## config.mk

```make
export PLATFORM = sky130hd
export DESIGN_NAME = pc_sequencer
export DESIGN_NICKNAME = d
export VERILOG_FILES = /design/src/rtl/mips_pkg.sv /design/src/rtl/next_pc_calc.sv /design/src/rtl/pc_sequencer.sv
export SDC_FILE = /design/constraint.sdc
export NUM_CORES = 1
export LEC_CHECK = 0
export ABC_AREA = 1
export BUFFER_PORTS_ARGS = -buffer_cell sky130_fd_sc_hd__buf_2
export CORE_ASPECT_RATIO = 0.9
export CORE_MARGIN = 3
export CORE_UTILIZATION = 51
export DETAILED_ROUTE_END_ITERATION = 8
export PLACE_DENSITY = 0.76
export SLEW_MARGIN = 0
export SYNTH_ARGS = -nofsm -noshare
export SYNTH_HDL_FRONTEND = slang
export SYNTH_HIERARCHICAL = 1
export SYNTH_SLANG_ARGS = --single-unit
```

## constraint.sdc

```tcl
create_clock -name clk -period 5.9 [get_ports clk]
set_input_delay 0.295 -clock clk [delete_from_list [all_inputs] [get_ports clk]]
set_output_delay 0.295 -clock clk [all_outputs]
set_load 0.1 [all_outputs]
```

## src/rtl/mips_pkg.sv

```systemverilog
// Mini-MIPS shared definitions.
// Sequencer states, link index and PC step.
package mips_pkg;

  typedef enum logic [1:0] {
    FETCH,
    DECODE,
    EXEC,
    UPDATE
  } pc_state_t;

  typedef struct packed {
    logic jr;
    logic jump;
    logic jal;
    logic branch;
    logic bne;
  } pc_ctrl_t;

  localparam logic [4:0]  RA_IDX_DEFAULT = 5'd31;
  localparam logic [31:0] PC_INC         = 32'd4;

endpackage

```

## src/rtl/next_pc_calc.sv

```systemverilog
// Mini-MIPS next-PC selection.
// Pure combinational: jr > j/jal > taken branch > pc+4.
module next_pc_calc
  import mips_pkg::*;
(
  input  logic [31:0] i_pc,
  input  logic [25:0] i_ir,
  input  logic        i_zero_q,
  input  logic [31:0] i_rs_value,
  input  pc_ctrl_t    i_ctrl,
  output logic [31:0] o_next_pc
);

  logic [31:0] w_pc4;
  logic [31:0] w_jtgt;
  logic [31:0] w_boff;
  logic [31:0] w_btgt;
  logic        w_take;

  assign w_pc4  = i_pc + PC_INC;
  assign w_jtgt = {w_pc4[31:28], i_ir[25:0], 2'b00};
  assign w_boff = {{14{i_ir[15]}}, i_ir[15:0], 2'b00};
  assign w_btgt = w_pc4 + w_boff;
  assign w_take = i_ctrl.branch & (i_zero_q ^ i_ctrl.bne);

  // Priority select of the next PC
  always_comb begin
    o_next_pc = w_pc4;
    if (i_ctrl.jr) begin
      o_next_pc = i_rs_value;
    end else if (i_ctrl.jump | i_ctrl.jal) begin
      o_next_pc = w_jtgt;
    end else if (w_take) begin
      o_next_pc = w_btgt;
    end
  end

endmodule

```

## src/rtl/pc_sequencer.sv

```systemverilog
// Mini-MIPS fetch/sequence controller.
// Owns PC and IR, steps FETCH/DECODE/EXEC/UPDATE.
module pc_sequencer
  import mips_pkg::*;
#(
  parameter logic [31:0] RESET_PC = 32'h0000_0000,
  parameter logic [4:0]  RA_IDX   = RA_IDX_DEFAULT
)
(
  input  logic        clk,
  input  logic        rst_n,
  output logic        imem_req,
  output logic [31:0] imem_addr,
  input  logic        imem_ready,
  input  logic [31:0] imem_rdata,
  output logic [31:0] instr,
  output logic        dec_valid,
  input  logic        alu_done,
  input  logic        zero,
  input  logic        Jump,
  input  logic        Jal,
  input  logic        Jr,
  input  logic        Branch,
  input  logic        Bne,
  input  logic [31:0] rs_value,
  output logic [31:0] pc,
  output logic        ra_we,
  output logic [4:0]  ra_waddr,
  output logic [31:0] ra_wdata
);

  pc_state_t   r_state;
  pc_state_t   w_state_nxt;
  logic [31:0] r_pc;
  logic [31:0] r_ir;
  logic        r_zero_q;
  logic        r_run;
  logic        r_ra_we;
  logic [31:0] r_ra_wdata;
  logic        w_req;
  logic        w_dec;
  logic        w_fetch_go;
  logic        w_exec_go;
  logic        w_upd;
  logic [31:0] w_next_pc;
  pc_ctrl_t    w_ctrl;

  assign w_ctrl.jr     = Jr;
  assign w_ctrl.jump   = Jump;
  assign w_ctrl.jal    = Jal;
  assign w_ctrl.branch = Branch;
  assign w_ctrl.bne    = Bne;

  assign w_fetch_go = w_req & imem_ready;
  assign w_exec_go  = (r_state == EXEC) & alu_done;

  next_pc_calc u_npc (
    .i_pc       (r_pc),
    .i_ir       (r_ir[25:0]),
    .i_zero_q   (r_zero_q),
    .i_rs_value (rs_value),
    .i_ctrl     (w_ctrl),
    .o_next_pc  (w_next_pc)
  );

  // State register
  always_ff @(posedge clk) begin
    if (!rst_n) begin
      r_state <= FETCH;
    end else begin
      r_state <= w_state_nxt;
    end
  end

  // Next state and state-decoded outputs
  always_comb begin
    w_state_nxt = r_state;
    w_req       = 1'b0;
    w_dec       = 1'b0;
    w_upd       = 1'b0;
    unique case (r_state)
      FETCH: begin
        w_req = r_run;
        if (w_req & imem_ready) begin
          w_state_nxt = DECODE;
        end
      end
      DECODE: begin
        w_dec       = 1'b1;
        w_state_nxt = EXEC;
      end
      EXEC: begin
        if (alu_done) begin
          w_state_nxt = UPDATE;
        end
      end
      UPDATE: begin
        w_upd       = 1'b1;
        w_state_nxt = FETCH;
      end
      default: begin
        w_state_nxt = FETCH;
      end
    endcase
  end

  // r_run holds fetch off for the first cycle out of reset
  always_ff @(posedge clk) begin
    if (!rst_n) begin
      r_pc     <= RESET_PC;
      r_ir     <= 32'd0;
      r_zero_q <= 1'b0;
      r_run    <= 1'b0;
    end else begin
      r_run <= 1'b1;
      if (w_fetch_go) begin
        r_ir <= imem_rdata;
      end
      if (w_exec_go) begin
        r_zero_q <= zero;
      end
      if (w_upd) begin
        r_pc <= w_next_pc;
      end
    end
  end

  // Link write registered on entry to UPDATE so ra_we is Moore
  always_ff @(posedge clk) begin
    if (!rst_n) begin
      r_ra_we    <= 1'b0;
      r_ra_wdata <= 32'd0;
    end else begin
      r_ra_we <= w_exec_go & Jal;
      if (w_exec_go) begin
        r_ra_wdata <= r_pc + PC_INC;
      end
    end
  end

  assign imem_req  = w_req;
  assign imem_addr = r_pc;
  assign instr     = r_ir;
  assign dec_valid = w_dec;
  assign pc        = r_pc;
  assign ra_we     = r_ra_we;
  assign ra_waddr  = RA_IDX;
  assign ra_wdata  = r_ra_wdata;

endmodule

```

== Yosys cells after proc, flatten, opt, wreduce, memory -nomap -nowiden ==
Index checks and enable logic that the tools add are counted.

* Register bits: 101
* Output and inout bits: 136

* $add $sub $neg: 2
* Equal/unequal tests: 5
* Muxes and demuxes: 10
* Bitwise gates (word level): 7
* Reduce and logical (&&, ||, !) cells: 2

{| class="wikitable"
|+ Operators with widths
! cell !! number
|-
| two-way mux 32 bit || 3
|-
| adder 32 x 3 -> 32 bit (second input constant) || 1
|-
| adder 32 bit || 1
|-
| case mux 2 bit (4 select lines) || 1
|-
| bitwise AND 1 bit || 5
|-
| == test 2 bit (second input constant) || 2
|-
| two-way mux 1 bit || 4
|-
| two-way mux 2 bit || 2
|-
| != test 2 bit (second input constant) || 2
|-
| == test 2 x 1 -> 1 bit (second input constant) || 1
|-
| zero test 2 bit || 1
|-
| AND reduction 2 bit || 1
|-
| OR 1 bit || 1
|-
| bitwise XOR 1 bit || 1
|}

== Logic depth before layout (Yosys ltp) ==
* Depth in word-level cells: 5
* Depth in mapped cells: 24
* Gate-level depth less buffers: 24

== Modules after synthesis ==
Netlist, hierarchy kept.

{| class="wikitable"
|+ By module, submodules not included
! module !! times used !! cells an instance !! area an instance (µm²)
|-
| pc_sequencer || 1 || 680 || 4832.1
|-
| next_pc_calc || 1 || 865 || 4060.1
|}

== Least setup slack after synthesis ==
OpenSTA, ideal clock, no wires.

* Path kind: register -> register
* Start point: register r_pc[2] (netlist: imem_addr[2])
* End point: register r_pc[21] (netlist: imem_addr[21])
* Arrival time: 3.549 ns
* Required time: 5.767 ns
* Slack: 2.218 ns
* Cell stages (with the launch flop): 23
* Path buffers: 0
* Period minus slack after synthesis: 3.682 ns
* Path through: dfxtp_1 > ha_1 > nand3_1 > inv_1 > nand2_1 > inv_1 > nand3_1 > xor2_1 > inv_1 > ha_1 > nand2_1 > nor2_1 > inv_1 > nor2_1 > nand4_1 > nand3_1 > nand2_1 > nand3_1 > nand2_1 > nand2_1 > nand2_1 > o21ai_0 > a21oi_1

* Cells in the longest elaborated chain, start to end: 5

{| class="wikitable"
|+ RTL lines
! item !! RTL line !! RTL
|-
| from (decl) || pc_sequencer.sv:34 || <nowiki>logic [31:0] r_pc;</nowiki>
|-
| from (signal assigned) || pc_sequencer.sv:123 || <nowiki>r_pc <= w_next_pc;</nowiki>
|-
| adder 32 x 3 -> 32 bit (*) || next_pc_calc.sv:20 || <nowiki>assign w_pc4 = i_pc + PC_INC;</nowiki>
|-
| adder 32 bit || next_pc_calc.sv:23 || <nowiki>assign w_btgt = w_pc4 + w_boff;</nowiki>
|-
| two-way mux 32 bit (*) || next_pc_calc.sv:33 || <nowiki>end else if (w_take) begin</nowiki>
|-
| two-way mux 32 bit (*) || next_pc_calc.sv:31 || <nowiki>end else if (i_ctrl.jump | i_ctrl.jal) begin</nowiki>
|-
| two-way mux 32 bit (*) || next_pc_calc.sv:29 || <nowiki>if (i_ctrl.jr) begin</nowiki>
|-
| via w_next_pc[21] || pc_sequencer.sv:45 || <nowiki>logic [31:0] w_next_pc;</nowiki>
|}

The timed path passes the listed nets; every way through them passes the cells marked *.
A chain may end at the register's enable or synchronous reset.

== Worst setup path in the final report ==
Ends and elaborated chain as after synthesis.

==> results summary <==
Entering global routing, the biggest net connects 58 pins. The top flip-flop cell by instance count after synthesis is sky130_fd_sc_hd__dfxtp_1. The endpoint of the lowest-slack register-to-register path is imem_addr[21]. The time the final worst path needs with I/O delays and setup came out at 4.01 ns. The worst-case clock skew came out at 0.0125 ns. Summing all placed instances gives a cell area of 9770 sq um. The number of pins with negative max-slew slack in the final report is 0.

For the worst flop-to-flop path, the logic depth is 22. Power spread over the standard cell area amounts to 359 nW/um^2. Across every metal layer, demand over resource in global routing totals 31.3%. In the final layout, the share of cells above drive strength 1 is 16.0%. The core region area came out at 17000 sq um. The via count normalized by instance count came out at 5.40. The path class of the tightest hold or removal check is input pin to flop. The net total in the final layout is 1802. The initial antenna violation count was 0.

The run finished with clean final reports. The count of port buffers added during placement is 204. The die area is 19100 sq um. Routability-driven placement finished with a final weighted congestion of 0.994. The worst hold path terminates at ra_we.

The clock edge transition at the registers on the reported setup and hold paths is 0.08 ns. The tree built by TritonCTS fans out to 101 sinks. The worst pin sits at a relative slew slack of 28.3%.

The hold-critical path depth came out at 3. The register bit count reported by yosys is 101. The antenna violation net count after detailed routing is 0. The achievable frequency is 249 MHz.

The average cell area after synthesis came out at 5.76 sq um. The critical path data required time is 6.13 ns. The maximum clock insertion buffer count is 2.

The antenna cell count is 0. The arrival time of data at the critical path endpoint came out at 4.25 ns. The critical path is of the flop to flop type. The number of iterations in the first detailed-routing pass came out at 5. The number of standard cells after synthesis is 1545. The detailed-route via count came out at 10.4k. The number of buffers created by CTS is 9. Summed over all nets, wire length on met2 after detailed routing comes to 13400 um. Setup violations remaining at the end of the flow were counted as 0. The via count of the first global-routing pass came out at 9256. The quantity of hold-fixing buffers added after cts came out at 0. The layout overhead on the synthesized area is 13.4%. Clock latency on the worst-skew pair, taken at its later pin, is 0.37 ns.

The critical path launch point type is a flop. The detailed router used layers up to and including met4. The fraction of registers with async set/reset came out at 0%.

The count of distinct cell types in the synthesized netlist came out at 45. The count of maximum capacitance violations is 0. The routed length on met1 came out at 13200 um. The hold path startpoint is Jal. The number of rows in the core area is 45. In the detailed route, the total length drawn on met3 is 3740 um. The starting density of the core is 52.3%. The root buffer cell chosen for the clock tree is sky130_fd_sc_hd__clkbuf_16. The worst-case vdd ir drop is 0.343 mV. The count of yosys warnings during synthesis is 6. The final clock period utilization by the worst path is 68.0%. The remaining routing DRC violations came out at 0. The fill cell total of the finished layout is 1803. The cell area that synthesis handed to floorplanning was 8890 sq um. The leakage power of the design came out at 5.30 nW. The transition time at the pin with the least slew margin is 1.07 ns. The total number of H-tree levels came out at 3.

Detailed placement finished with a half-perimeter wire length of 23900 um. The number of hold-slack violations in the final timing report came out at 0. The I/O pin count is 210. The wire length after detailed routing came out at 31300 um.

The final design instance area without fill is 10100 sq um. Along the worst path, the maximum fanout reaches 10. The clock tree from TritonCTS is done. The sum of negative setup slack is 0 ns. After the first detailed-routing iteration, the DRC count stood at 956. The sequential element share of the synthesized area came out at 22.7%. The reg2reg setup slack came out at 1.89 ns. The vertical die dimension is 131 um.

Dividing the detail-routed wire length by the instance count gives 16.3 um. The wire length of the first global-routing pass is 48400 um. Summed over all layers, the global routing overflow is 0.

Once the clock tree was built, the resizer swapped 0 gates to a different size. The count of flip-flops with a built-in enable after synthesis came out at 0. Setup repair after global routing left no endpoint under its margin. The die is 145 um wide. The launch instance of the worst register-to-register path is imem_addr[2]. The number of buffers inserted to repair setup after CTS came out at 0. The tightest hold margin came out at 0.158 ns. The endpoint kind of the worst setup timing path is a flop.
==> metrics by stage <==
step / cells / utilization (%) / total power, W / setup WS, ns
final: 1925 / 59.3 / 0.00362 / 1.89
after global routing: 1925 / 59.3 / 0.00378 / 1.62
after CTS: 1925 / 59.3 / 0.00361 / 2.04
after detailed placement: 1909 / 57.5 / 0.00298 / 2.07
after global placement: 1909 / 57.5 / 0.00297 / 2.09
after floorplan: 1549 / - / 0.00266 / 2.22
==> registers in the layout, summed over array words and instances (netlist names) <==
name       count
imem_addr     32
instr         32
r_run          1
r_state        2
r_zero_q       1
ra_wdata      32
ra_we          1
==> where the power goes <==
part | switching [W] | internal (W) | total [W]
Clock | 0.000327 | 0.000306 | 0.000633
Combinational | 0.00165 | 0.000364 | 0.00201
Sequential | 0.000175 | 0.000796 | 0.000971
Total | 0.00215 | 0.00147 | 0.00362
==> layout by cell type (no fill, tap or decap), types with 2 or more instances in the layout <==
| master | count |
|---|---|
| sky130_fd_sc_hd__a21o_1 | 3 |
| sky130_fd_sc_hd__a21oi_1 | 118 |
| sky130_fd_sc_hd__and2_1 | 5 |
| sky130_fd_sc_hd__buf_2 | 204 |
| sky130_fd_sc_hd__buf_4 | 6 |
| sky130_fd_sc_hd__clkbuf_16 | 9 |
| sky130_fd_sc_hd__clkinv_4 | 2 |
| sky130_fd_sc_hd__clkinv_8 | 2 |
| sky130_fd_sc_hd__conb_1 | 5 |
| sky130_fd_sc_hd__dfxtp_1 | 101 |
| sky130_fd_sc_hd__ha_1 | 42 |
| sky130_fd_sc_hd__inv_1 | 197 |
| sky130_fd_sc_hd__inv_2 | 2 |
| sky130_fd_sc_hd__nand2_1 | 463 |
| sky130_fd_sc_hd__nand2_2 | 11 |
| sky130_fd_sc_hd__nand2_4 | 3 |
| sky130_fd_sc_hd__nand3_1 | 136 |
| sky130_fd_sc_hd__nand3_2 | 2 |
| sky130_fd_sc_hd__nand3b_1 | 5 |
| sky130_fd_sc_hd__nand4_1 | 10 |
| sky130_fd_sc_hd__nor2_1 | 205 |
| sky130_fd_sc_hd__nor2_2 | 9 |
| sky130_fd_sc_hd__nor2_4 | 7 |
| sky130_fd_sc_hd__nor2_8 | 2 |
| sky130_fd_sc_hd__nor3_1 | 7 |
| sky130_fd_sc_hd__nor3b_1 | 2 |
| sky130_fd_sc_hd__o211ai_1 | 3 |
| sky130_fd_sc_hd__o21ai_0 | 77 |
| sky130_fd_sc_hd__o21bai_1 | 4 |
| sky130_fd_sc_hd__o22ai_1 | 2 |
| sky130_fd_sc_hd__or2_2 | 5 |
| sky130_fd_sc_hd__xnor2_1 | 9 |
| sky130_fd_sc_hd__xor2_1 | 18 |
==> cell type report <==
| cell class | count | area (sq um) | area share, % |
|---|---|---|---|
| Multi-Input combinational cell | 1163 | 5640 | 55.9 |
| Clock inverter | 7 | 86.3 | 0.856 |
| Clock buffer | 9 | 225 | 2.23 |
| Inverter | 200 | 751 | 7.44 |
| Timing Repair Buffer | 210 | 1070 | 10.6 |
| Sequential cell | 101 | 2020 | 20.0 |
| Tap cell | 235 | 294 | 2.92 |
==> critical path, cell delays in order, from the launching register on <==
cell	delay, ns
sky130_fd_sc_hd__dfxtp_1	0.57
sky130_fd_sc_hd__ha_1	0.26
sky130_fd_sc_hd__nand3_1	0.19
sky130_fd_sc_hd__inv_1	0.16
sky130_fd_sc_hd__nand2_1	0.18
sky130_fd_sc_hd__inv_1	0.10
sky130_fd_sc_hd__nand3_1	0.09
sky130_fd_sc_hd__xor2_1	0.34
sky130_fd_sc_hd__inv_1	0.08
sky130_fd_sc_hd__ha_1	0.38
sky130_fd_sc_hd__nand2_1	0.12
sky130_fd_sc_hd__nor2_1	0.14
sky130_fd_sc_hd__inv_1	0.07
sky130_fd_sc_hd__nor2_1	0.28
sky130_fd_sc_hd__nand4_1	0.25
sky130_fd_sc_hd__nand3_1	0.15
sky130_fd_sc_hd__nand2_1	0.05
sky130_fd_sc_hd__nand3_1	0.07
sky130_fd_sc_hd__nand2_1	0.06
sky130_fd_sc_hd__nand2_1	0.06
sky130_fd_sc_hd__nand2_1	0.05
sky130_fd_sc_hd__o21ai_0	0.18
sky130_fd_sc_hd__a21oi_1	0.05
==> cells in the mapped netlist (3+ instances only) <==
master                     instances  share of area [%]
sky130_fd_sc_hd__nand2_1         463                 20
sky130_fd_sc_hd__nor2_1          206                8.7
sky130_fd_sc_hd__inv_1           197                8.3
sky130_fd_sc_hd__nand3_1         136                7.7
sky130_fd_sc_hd__a21oi_1         118                6.6
sky130_fd_sc_hd__dfxtp_1         101                 23
sky130_fd_sc_hd__o21ai_0          77                4.3
sky130_fd_sc_hd__ha_1             42                5.9
sky130_fd_sc_hd__buf_4            38                3.2
sky130_fd_sc_hd__clkbuf_1         38                1.6
sky130_fd_sc_hd__xor2_1           18                1.8
sky130_fd_sc_hd__nand2_2          11               0.77
sky130_fd_sc_hd__nand4_1          10               0.70
sky130_fd_sc_hd__xnor2_1           9               0.89
sky130_fd_sc_hd__nor2_2            8               0.56
sky130_fd_sc_hd__nor2_4            7               0.89
sky130_fd_sc_hd__nor3_1            7               0.39
sky130_fd_sc_hd__and2_1            5               0.35
sky130_fd_sc_hd__buf_2             5               0.28
sky130_fd_sc_hd__nand3b_1          5               0.42
sky130_fd_sc_hd__or2_2             5               0.35
sky130_fd_sc_hd__o21bai_1          4               0.34
sky130_fd_sc_hd__a21o_1            3               0.25
sky130_fd_sc_hd__nand2_4           3               0.38
sky130_fd_sc_hd__o211ai_1          3               0.25
==> routing by layer <==
| metal | global-route usage (%) | vias up |
|---|---|---|
| li1 | - | 5115 |
| met1 | 42.8 | 4634 |
| met4 | 11.9 | 0 |
| met3 | 8.24 | 70 |
| met5 | 0 | - |
| met2 | 47.3 | 574 |
==> kinds of logic (layout without fill, tap and decap cells) <==
group | after synthesis | after routing | synth area share (%)
adder cells (fa/ha/maj) | 43 | 43 | 6.13
AND/OR/NAND/NOR | 876 | 876 | 42.0
AO/OA/AOI/OAI | 212 | 212 | 12.4
buffers and inverters | 285 | 426 | 14.0
other | 1 | 5 | 0.0422
XOR/XNOR | 27 | 27 | 2.66
flip-flops | 101 | 101 | 22.7
==> worst max-delay path by stage <==
stage,endpoint,from
after floorplan,imem_addr[21],imem_addr[2]
after global placement,imem_addr[20],imem_addr[2]
after detailed placement,imem_addr[21],imem_addr[2]
after CTS,imem_addr[21],imem_addr[2]
after global routing,imem_addr[21],imem_addr[2]
final,imem_addr[21],imem_addr[2]
No activity file was read; power rests on OpenSTA's default activity.
